File: config.mk
export PLATFORM = sky130hd
export DESIGN_NAME = keypad_scan
export DESIGN_NICKNAME = d
export VERILOG_FILES = /design/src/rtl/keypad_pkg.sv /design/src/rtl/keypad_event_fifo.sv /design/src/rtl/keypad_scan.sv
export SDC_FILE = /design/constraint.sdc
export NUM_CORES = 1
export LEC_CHECK = 0
export ABC_AREA = 1
export CORE_UTILIZATION = 53
export DETAILED_ROUTE_END_ITERATION = 6
export GPL_TIMING_DRIVEN = 0
export PLACE_DENSITY = 0.86
export SYNTH_ARGS = -nofsm -noshare
export SYNTH_HDL_FRONTEND = slang
export SYNTH_SLANG_ARGS = --single-unit
File: constraint.sdc
create_clock -name clk -period 3.2 [get_ports clk]
set_clock_uncertainty 0.1 [all_clocks]
set_input_delay 0.64 -clock clk [delete_from_list [all_inputs] [get_ports clk]]
set_output_delay 0.64 -clock clk [all_outputs]
set_load 0.02 [all_outputs]
File: src/rtl/keypad_pkg.sv
// Shared definitions for the keypad scanner.
//   key_w()      - key index width for a ROWS x COLS matrix
//   key_event_t  - packed FIFO entry {press, key}; key is zero-extended to MaxKeyW
//   settle_ok()  - column dwell must cover the row walk and the synchroniser
//   is_pow2()    - FIFO depth legality
package keypad_pkg;

    localparam int unsigned MaxKeyW = 8;

    typedef struct packed {
        logic               press;
        logic [MaxKeyW-1:0] key;
    } key_event_t;

    function automatic int unsigned key_w(input int unsigned rows, input int unsigned cols);
        return (rows * cols > 1) ? $clog2(rows * cols) : 1;
    endfunction

    function automatic bit settle_ok(input int unsigned settle, input int unsigned rows);
        return (settle >= rows) && (settle >= 3);
    endfunction

    function automatic bit is_pow2(input int unsigned n);
        return (n != 0) && ((n & (n - 1)) == 0);
    endfunction

endpackage

File: src/rtl/keypad_event_fifo.sv
// Synchronous show-ahead FIFO for keypad events.
//   clk, reset      - clock, asynchronous active-low reset
//   push, push_data - write request; ignored when full unless a pop happens in the same cycle
//   pop             - read request; ignored when empty
//   pop_data        - head entry (zero while empty)
//   full, empty     - occupancy flags
module keypad_event_fifo #(
    parameter int unsigned DEPTH = 8,
    parameter int unsigned WIDTH = 9
) (
    input  logic             clk,
    input  logic             reset,
    input  logic             push,
    input  logic [WIDTH-1:0] push_data,
    input  logic             pop,
    output logic [WIDTH-1:0] pop_data,
    output logic             full,
    output logic             empty
);

    localparam int unsigned PTR_W = (DEPTH > 1) ? $clog2(DEPTH) : 1;
    localparam int unsigned CNT_W = PTR_W + 1;

    logic [PTR_W-1:0] wr_ptr_q, rd_ptr_q;
    logic [CNT_W-1:0] count_q;
    logic [WIDTH-1:0] mem_q [DEPTH];
    logic             do_push, do_pop;

    assign full     = (count_q == CNT_W'(DEPTH));
    assign empty    = (count_q == '0);
    assign do_pop   = pop && !empty;
    // A pop in the same cycle frees the slot, so a push into a full FIFO still lands.
    assign do_push  = push && (!full || do_pop);
    assign pop_data = empty ? '0 : mem_q[rd_ptr_q];

    always_ff @(posedge clk or negedge reset) begin
        if (!reset) begin
            wr_ptr_q <= '0;
            rd_ptr_q <= '0;
            count_q  <= '0;
        end else begin
            if (do_push) wr_ptr_q <= wr_ptr_q + 1'b1;
            if (do_pop)  rd_ptr_q <= rd_ptr_q + 1'b1;
            if (do_push && !do_pop)      count_q <= count_q + 1'b1;
            else if (!do_push && do_pop) count_q <= count_q - 1'b1;
        end
    end

    always_ff @(posedge clk) begin
        if (do_push) mem_q[wr_ptr_q] <= push_data;
    end

endmodule

File: src/rtl/keypad_scan.sv
// Keypad matrix scanner with per-key debounce, event FIFO and wait-for-key handshake.
//   clk, reset           - clock, asynchronous active-low reset
//   col_drive            - one-hot column strobe
//   row_sense            - raw row lines (1 = pressed), asynchronous
//   matrix               - debounced key state, bit row*COLS + col
//   evt_valid/ready      - event FIFO handshake; evt_key/evt_press describe the head
//   evt_overflow         - sticky dropped-event flag, cleared by overflow_clr
//   wait_req             - rising edge arms a wait for the next key release
//   wait_done, wait_key  - completion pulse and the releasing key
module keypad_scan
    import keypad_pkg::*;
#(
    parameter  int unsigned ROWS          = 4,
    parameter  int unsigned COLS          = 4,
    parameter  int unsigned SETTLE_CYCLES = 8,
    parameter  int unsigned DEBOUNCE      = 3,
    parameter  int unsigned FIFO_DEPTH    = 8,
    localparam int unsigned KEY_W         = key_w(ROWS, COLS)
) (
    input  logic                 clk,
    input  logic                 reset,
    output logic [COLS-1:0]      col_drive,
    input  logic [ROWS-1:0]      row_sense,
    output logic [ROWS*COLS-1:0] matrix,
    output logic                 evt_valid,
    input  logic                 evt_ready,
    output logic [KEY_W-1:0]     evt_key,
    output logic                 evt_press,
    output logic                 evt_overflow,
    input  logic                 overflow_clr,
    input  logic                 wait_req,
    output logic                 wait_done,
    output logic [KEY_W-1:0]     wait_key
);

    localparam int unsigned NKEYS   = ROWS * COLS;
    localparam int unsigned COL_W   = (COLS > 1) ? $clog2(COLS) : 1;
    localparam int unsigned ROW_W   = (ROWS > 1) ? $clog2(ROWS) : 1;
    localparam int unsigned DWELL_W = $clog2(SETTLE_CYCLES);
    localparam int unsigned CNT_W   = $clog2(DEBOUNCE + 1);

    if (!settle_ok(SETTLE_CYCLES, ROWS)) begin : g_bad_settle
        $error("SETTLE_CYCLES must be at least max(ROWS, 3)");
    end
    if (!is_pow2(FIFO_DEPTH) || FIFO_DEPTH < 2) begin : g_bad_depth
        $error("FIFO_DEPTH must be a power of two and at least 2");
    end
    if (DEBOUNCE < 1 || KEY_W > MaxKeyW) begin : g_bad_misc
        $error("DEBOUNCE must be at least 1 and the key index must fit MaxKeyW");
    end

    // Column scan
    logic [COL_W-1:0]   col_q;
    logic [DWELL_W-1:0] dwell_q;
    logic               last_dwell;

    assign last_dwell = (dwell_q == DWELL_W'(SETTLE_CYCLES - 1));

    always_ff @(posedge clk or negedge reset) begin
        if (!reset) begin
            col_q   <= '0;
            dwell_q <= '0;
        end else if (last_dwell) begin
            dwell_q <= '0;
            col_q   <= (col_q == COL_W'(COLS - 1)) ? '0 : col_q + 1'b1;
        end else begin
            dwell_q <= dwell_q + 1'b1;
        end
    end

    always_comb begin
        col_drive        = '0;
        col_drive[col_q] = 1'b1;
    end

    // Synchroniser, column sample and the row walk that follows it
    logic [ROWS-1:0]  sync1_q, sync2_q, sample_q;
    logic [COL_W-1:0] sample_col_q;
    logic             walk_q;
    logic [ROW_W-1:0] walk_row_q;

    always_ff @(posedge clk or negedge reset) begin
        if (!reset) begin
            sync1_q      <= '0;
            sync2_q      <= '0;
            sample_q     <= '0;
            sample_col_q <= '0;
            walk_q       <= 1'b0;
            walk_row_q   <= '0;
        end else begin
            sync1_q <= row_sense;
            sync2_q <= sync1_q;
            if (last_dwell) begin
                sample_q     <= sync2_q;
                sample_col_q <= col_q;
                walk_q       <= 1'b1;
                walk_row_q   <= '0;
            end else if (walk_q) begin
                if (walk_row_q == ROW_W'(ROWS - 1)) walk_q <= 1'b0;
                else                                walk_row_q <= walk_row_q + 1'b1;
            end
        end
    end

    // Debounce: one key per cycle, so at most one flip (and one FIFO push) per cycle
    logic [NKEYS-1:0] matrix_q, matrix_d;
    logic [CNT_W-1:0] cnt_q [NKEYS];
    logic [CNT_W-1:0] cnt_d [NKEYS];
    logic [KEY_W-1:0] walk_key;
    logic             walk_smp, flip;

    always_comb begin
        matrix_d = matrix_q;
        cnt_d    = cnt_q;
        flip     = 1'b0;
        walk_key = KEY_W'(walk_row_q) * KEY_W'(COLS) + KEY_W'(sample_col_q);
        walk_smp = sample_q[walk_row_q];
        if (walk_q) begin
            if (walk_smp == matrix_q[walk_key]) begin
                cnt_d[walk_key] = '0;
            end else if (cnt_q[walk_key] == CNT_W'(DEBOUNCE - 1)) begin
                matrix_d[walk_key] = walk_smp;
                cnt_d[walk_key]    = '0;
                flip               = 1'b1;
            end else begin
                cnt_d[walk_key] = cnt_q[walk_key] + 1'b1;
            end
        end
    end

    // Event FIFO and overflow flag
    key_event_t push_evt, head_evt;
    logic       fifo_full, fifo_empty, pop;
    logic       overflow_q, overflow_d;

    assign push_evt.press = walk_smp;
    assign push_evt.key   = MaxKeyW'(walk_key);
    assign pop            = evt_valid && evt_ready;

    keypad_event_fifo #(
        .DEPTH (FIFO_DEPTH),
        .WIDTH ($bits(key_event_t))
    ) u_fifo (
        .clk       (clk),
        .reset     (reset),
        .push      (flip),
        .push_data (push_evt),
        .pop       (pop),
        .pop_data  (head_evt),
        .full      (fifo_full),
        .empty     (fifo_empty)
    );

    if (KEY_W < MaxKeyW) begin : g_unused
        logic unused_key_bits;
        assign unused_key_bits = ^head_evt.key[MaxKeyW-1:KEY_W];
    end

    // A drop wins over a coincident clear so the loss is never hidden.
    always_comb begin
        overflow_d = overflow_q;
        if (overflow_clr)                    overflow_d = 1'b0;
        if (flip && fifo_full && !pop)       overflow_d = 1'b1;
    end

    // Wait-for-release handshake; a rise that coincides with a release only arms.
    logic             wait_req_q, armed_q, armed_d, done_q, done_d;
    logic [KEY_W-1:0] wait_key_q, wait_key_d;

    always_comb begin
        armed_d    = armed_q;
        done_d     = 1'b0;
        wait_key_d = wait_key_q;
        if (wait_req && !wait_req_q) begin
            armed_d = 1'b1;
        end else if (armed_q && !wait_req) begin
            armed_d = 1'b0;
        end else if (armed_q && flip && !walk_smp) begin
            done_d     = 1'b1;
            wait_key_d = walk_key;
            armed_d    = 1'b0;
        end
    end

    always_ff @(posedge clk or negedge reset) begin
        if (!reset) begin
            matrix_q   <= '0;
            cnt_q      <= '{default: '0};
            overflow_q <= 1'b0;
            wait_req_q <= 1'b0;
            armed_q    <= 1'b0;
            done_q     <= 1'b0;
            wait_key_q <= '0;
        end else begin
            matrix_q   <= matrix_d;
            cnt_q      <= cnt_d;
            overflow_q <= overflow_d;
            wait_req_q <= wait_req;
            armed_q    <= armed_d;
            done_q     <= done_d;
            wait_key_q <= wait_key_d;
        end
    end

    assign matrix       = matrix_q;
    assign evt_valid    = !fifo_empty;
    assign evt_key      = head_evt.key[KEY_W-1:0];
    assign evt_press    = head_evt.press;
    assign evt_overflow = overflow_q;
    assign wait_done    = done_q;
    assign wait_key     = wait_key_q;

endmodule
==> metrics.md <==
| Metric | Value |
|---|---|
| Core area | `10900 µm²` |
| RSZ-0062 raised after global routing | `true` |
| Worst-path cell chain | `clkinv_8 > nand2_8 > buf_6 > o22ai_1 > a221oi_1 > nand2_1 > nand3_2 > nand2_2 > ha_4 > nand2_4 > inv_4 > nand3_4 > inv_2 > ha_4 > inv_4 > ha_4 > a21o_1 > a21oi_2 > nand2_1 > nand2_1 > nor2_1 > xor2_1` |
| Routed WL | `15400 µm` |
| R2r endpoint | `u_fifo.count_q[3]` |
| Power, Total | `3.60 mW` |
| Area growth, synth to finish | `25.1%` |
| CTS buffer count | `17` |
| Worst hold path class | `reg2reg` |
| Worst Setup SP | `sample_col_q[1]` |
| Internal Pwr Total | `2.85 mW` |
| Total gr overflow | `0` |
| Ports | `41` |
| Cells after Synth | `658` |
| Synth Flop Type | `dfrtp_1` |
| Clock Latency Late Sink | `530 ps` |
| Register area | `3410 µm²` |
| Slowest cell delay on critical path | `540 ps` |
| Placed cells | `839` |
| Slew Limit Fails | `0` |
| Reg2reg setup slack | `70 ps` |
| Hold_ws | `246 ps` |
| Clk network pwr share | `49.3%` |
| Die area | `11700 µm²` |
| Post-layout minimum cycle time | `3130 ps` |
| Peak supply drop | `397 µV` |
| Die Wd | `108 µm` |
| Avg WL per Cell | `17.3 µm` |
| Multi-input logic area | `2330 µm²` |
| Filler Cell Count | `768` |
| Commonest cells post-synth | `nand2_1, dfrtp_1, nor2_1` |
| Crit path to | `u_fifo.count_q[3]` |
| Clock transition at the registers of the reported paths | `60 ps` |
| Count of final setup violators | `0` |
| Rows | `38` |
| Yosys top cell area share | `36.9%` |
| Fraction of power spent switching nets | `20.8%` |
| Initial Util | `54.7%` |
| Fraction of layout instances using a drive strength above 1 | `13.2%` |
| Antenna violations before repair | `0` |
| Sink Count | `128` |
| Top post-synthesis cells by area | `dfrtp_1, edfxtp_1, nand2_1` |
| Comb power frac | `2.9%` |
| CTS tree | `yes` |
| Final period util | `97.8%` |
| Post-route ant nets | `0` |
| Switching pwr | `751 µW` |
| Slowest stage cell, crit path | `dfrtp_4` |
| First-pass GRT wire length | `24400 µm` |
| HPWL Detailed | `9890 µm` |
| Leakage | `3.51 nW` |
| Worst Setup Path Type | `reg2reg` |
| Post-route DRC | `0` |
| Pre-CTS setup slack | `-662 ps` |
| Reg power frac | `47.8%` |
| Clock Path Buffers | `2` |
| Crit path DAT | `3440 ps` |
| Pre-Repair DR Iteration Count | `6` |
| Reg2reg start | `sample_col_q[1]` |
| Fin. Hold Viols | `0` |
| Root buf cell | `clkbuf_8` |
| Input/output buffers | `40` |
| Global placer's final weighted congestion | `0.888` |
| Most frequent cell after synthesis | `nand2_1` |
| Routed vias | `5203` |
| Worst reg2reg path depth | `22` |
| Synthesized flop and latch total | `128` |
| FFs w/ async S/R, synth | `68.8%` |
| Worst Path Max Fanout | `7` |
| Die Ht | `108 µm` |
| Post-synth top area cell | `dfrtp_1` |
| DR iter-0 viols | `524` |
| Outcome | `completed` |
| Max Cap Viol | `0` |
| Fmax | `320 MHz` |
| Nets@finish | `761` |
| Vias in the first global route | `5091` |
| Via/cell ratio | `5.86` |
| Worst Path Required | `3510 ps` |
| Cell Area, Synth | `5960 µm²` |
| Avg Inst Size Synth | `9.06 µm²` |
| Slew headroom | `43.2%` |
| Post-synth cell types | `35` |
| EDFF count, synth | `40` |
| Pin count of the biggest net entering global routing | `64` |
| Non-Filler Instances | `888` |
| H-tree depth reported by CTS | `4` |
| P per Cell Area | `483 nW/µm²` |
| Startpoint Class | `flop` |
| Diodes inserted | `0` |
| CP endpoint kind | `flop` |
| Worst-margin pin slew | `852 ps` |
| Setup slack after layout | `71.7 ps` |
| Register area share after synthesis | `57.1%` |
| Net Count, Synth | `684` |
| Synth warnings | `0` |
| Gr usage total | `27.8%` |
metrics by stage:
step	setup TNS [ps]	util [%]	cell area, µm²
after floorplan	0	-	6020
after global placement	-151340	60.6	6600
after detailed placement	-1830	60.8	6620
after CTS	-21.1	67.0	7300
after global routing	-102	68.5	7460
final	0	68.5	7460
sequential cells by signal (all words and copies together) (netlist names):
name and count:
walk_q 1, cnt_q 32, wait_done 1, sample_col_q 2, armed_q 1, sample_q 4
sync1_q 4, walk_row_q 2, wait_key 4, wait_req_q 1, u_fifo.rd_ptr_q 3, sync2_q 4
matrix 16, u_fifo.mem_q 40, evt_overflow 1, dwell_q 3, u_fifo.count_q 4, col_q 2
u_fifo.wr_ptr_q 3
timing repair:
action                     in CTS  in global routing
hold buffers                    1                  0
cloned                          0                  1
pin swaps                       2                 16
setup buffers                  10                  7
gates resized for setup        19                 25
setup endpoints to repair      33                  6
hold endpoints to repair       25                  0
power by group through the flow:
stage	combinational, mW	clock (mW)	sequential (mW)
after floorplan	0.0488	0	1.75
after global placement	0.0914	0	1.75
after detailed placement	0.100	0	1.75
after CTS	0.104	1.78	1.72
after global routing	0.118	1.86	1.72
final	0.105	1.77	1.72
cell usage in the layout, fill, tap and decap left out, drive strengths merged:
master           n
clkbuf          39
o22ai            8
o21ai           49
or2              3
clkdlybuf4s50   35
o21a             1
dfrtp           88
dlygate4sd3      1
a221oi           1
a31oi            5
nand3b           1
o211ai           1
nand4           36
clkinv           6
nand3           41
fa               1
a21o             1
dlymetal6s2s     4
nand2          176
nor2            69
a22oi           11
bufinv           1
edfxtp          40
a21oi           12
buf             29
xnor2            2
o311ai           1
clkinvlp         1
ha              16
xor2             4
inv             65
cell families after synthesis:
family | count (synthesis) | synth area share (%)
AO/OA/AOI/OAI | 90 | 8.54
XOR/XNOR | 6 | 0.882
adder cells (fa/ha/maj) | 17 | 3.69
buffers and inverters | 92 | 6.21
flip-flops | 128 | 57.1
AND/OR/NAND/NOR | 325 | 23.6
routing by layer:
layer | track usage (%) | share of wire [%] | vias up
met4 | 12.7 | 3.5 | 0
met3 | 7.35 | 8.3 | 64
li1 | - | - | 2355
met5 | 0 | 0 | -
met2 | 46.7 | 51 | 302
met1 | 33.4 | 37 | 2482
final cells by class:
type                    count  share of cell area (%)
repair buffers             59                    7.90
plain buffers              23                    1.66
clock buffers              26                    6.54
flip-flops and latches    128                    45.8
well taps                 140                    2.35
inverters                  67                    3.76
multi-input cells         439                    31.3
clock inverters             6                   0.755
worst min path at each step:
stage               start  depth (start not counted)         end
2_1_floorplan  sync1_q[0]                          0  sync2_q[0]
3_3_place_gp   sync1_q[3]                          0  sync2_q[3]
3_5_place_dp   sync1_q[2]                          0  sync2_q[2]
4_1_cts        sync1_q[2]                          0  sync2_q[2]
5_1_grt        sync1_q[2]                          0  sync2_q[2]
6_report       sync1_q[2]                          0  sync2_q[2]
worst max-delay path, delay by kind of cell (launching register included):
family / cells / cell delay (ps)
flip-flops: 1 / 540
XOR/XNOR: 1 / 130
buffers and inverters: 5 / 390
adder cells (fa/ha/maj): 3 / 540
AND/OR/NAND/NOR: 9 / 720
AO/OA/AOI/OAI: 4 / 600
Power figures use the tool's default switching activity.
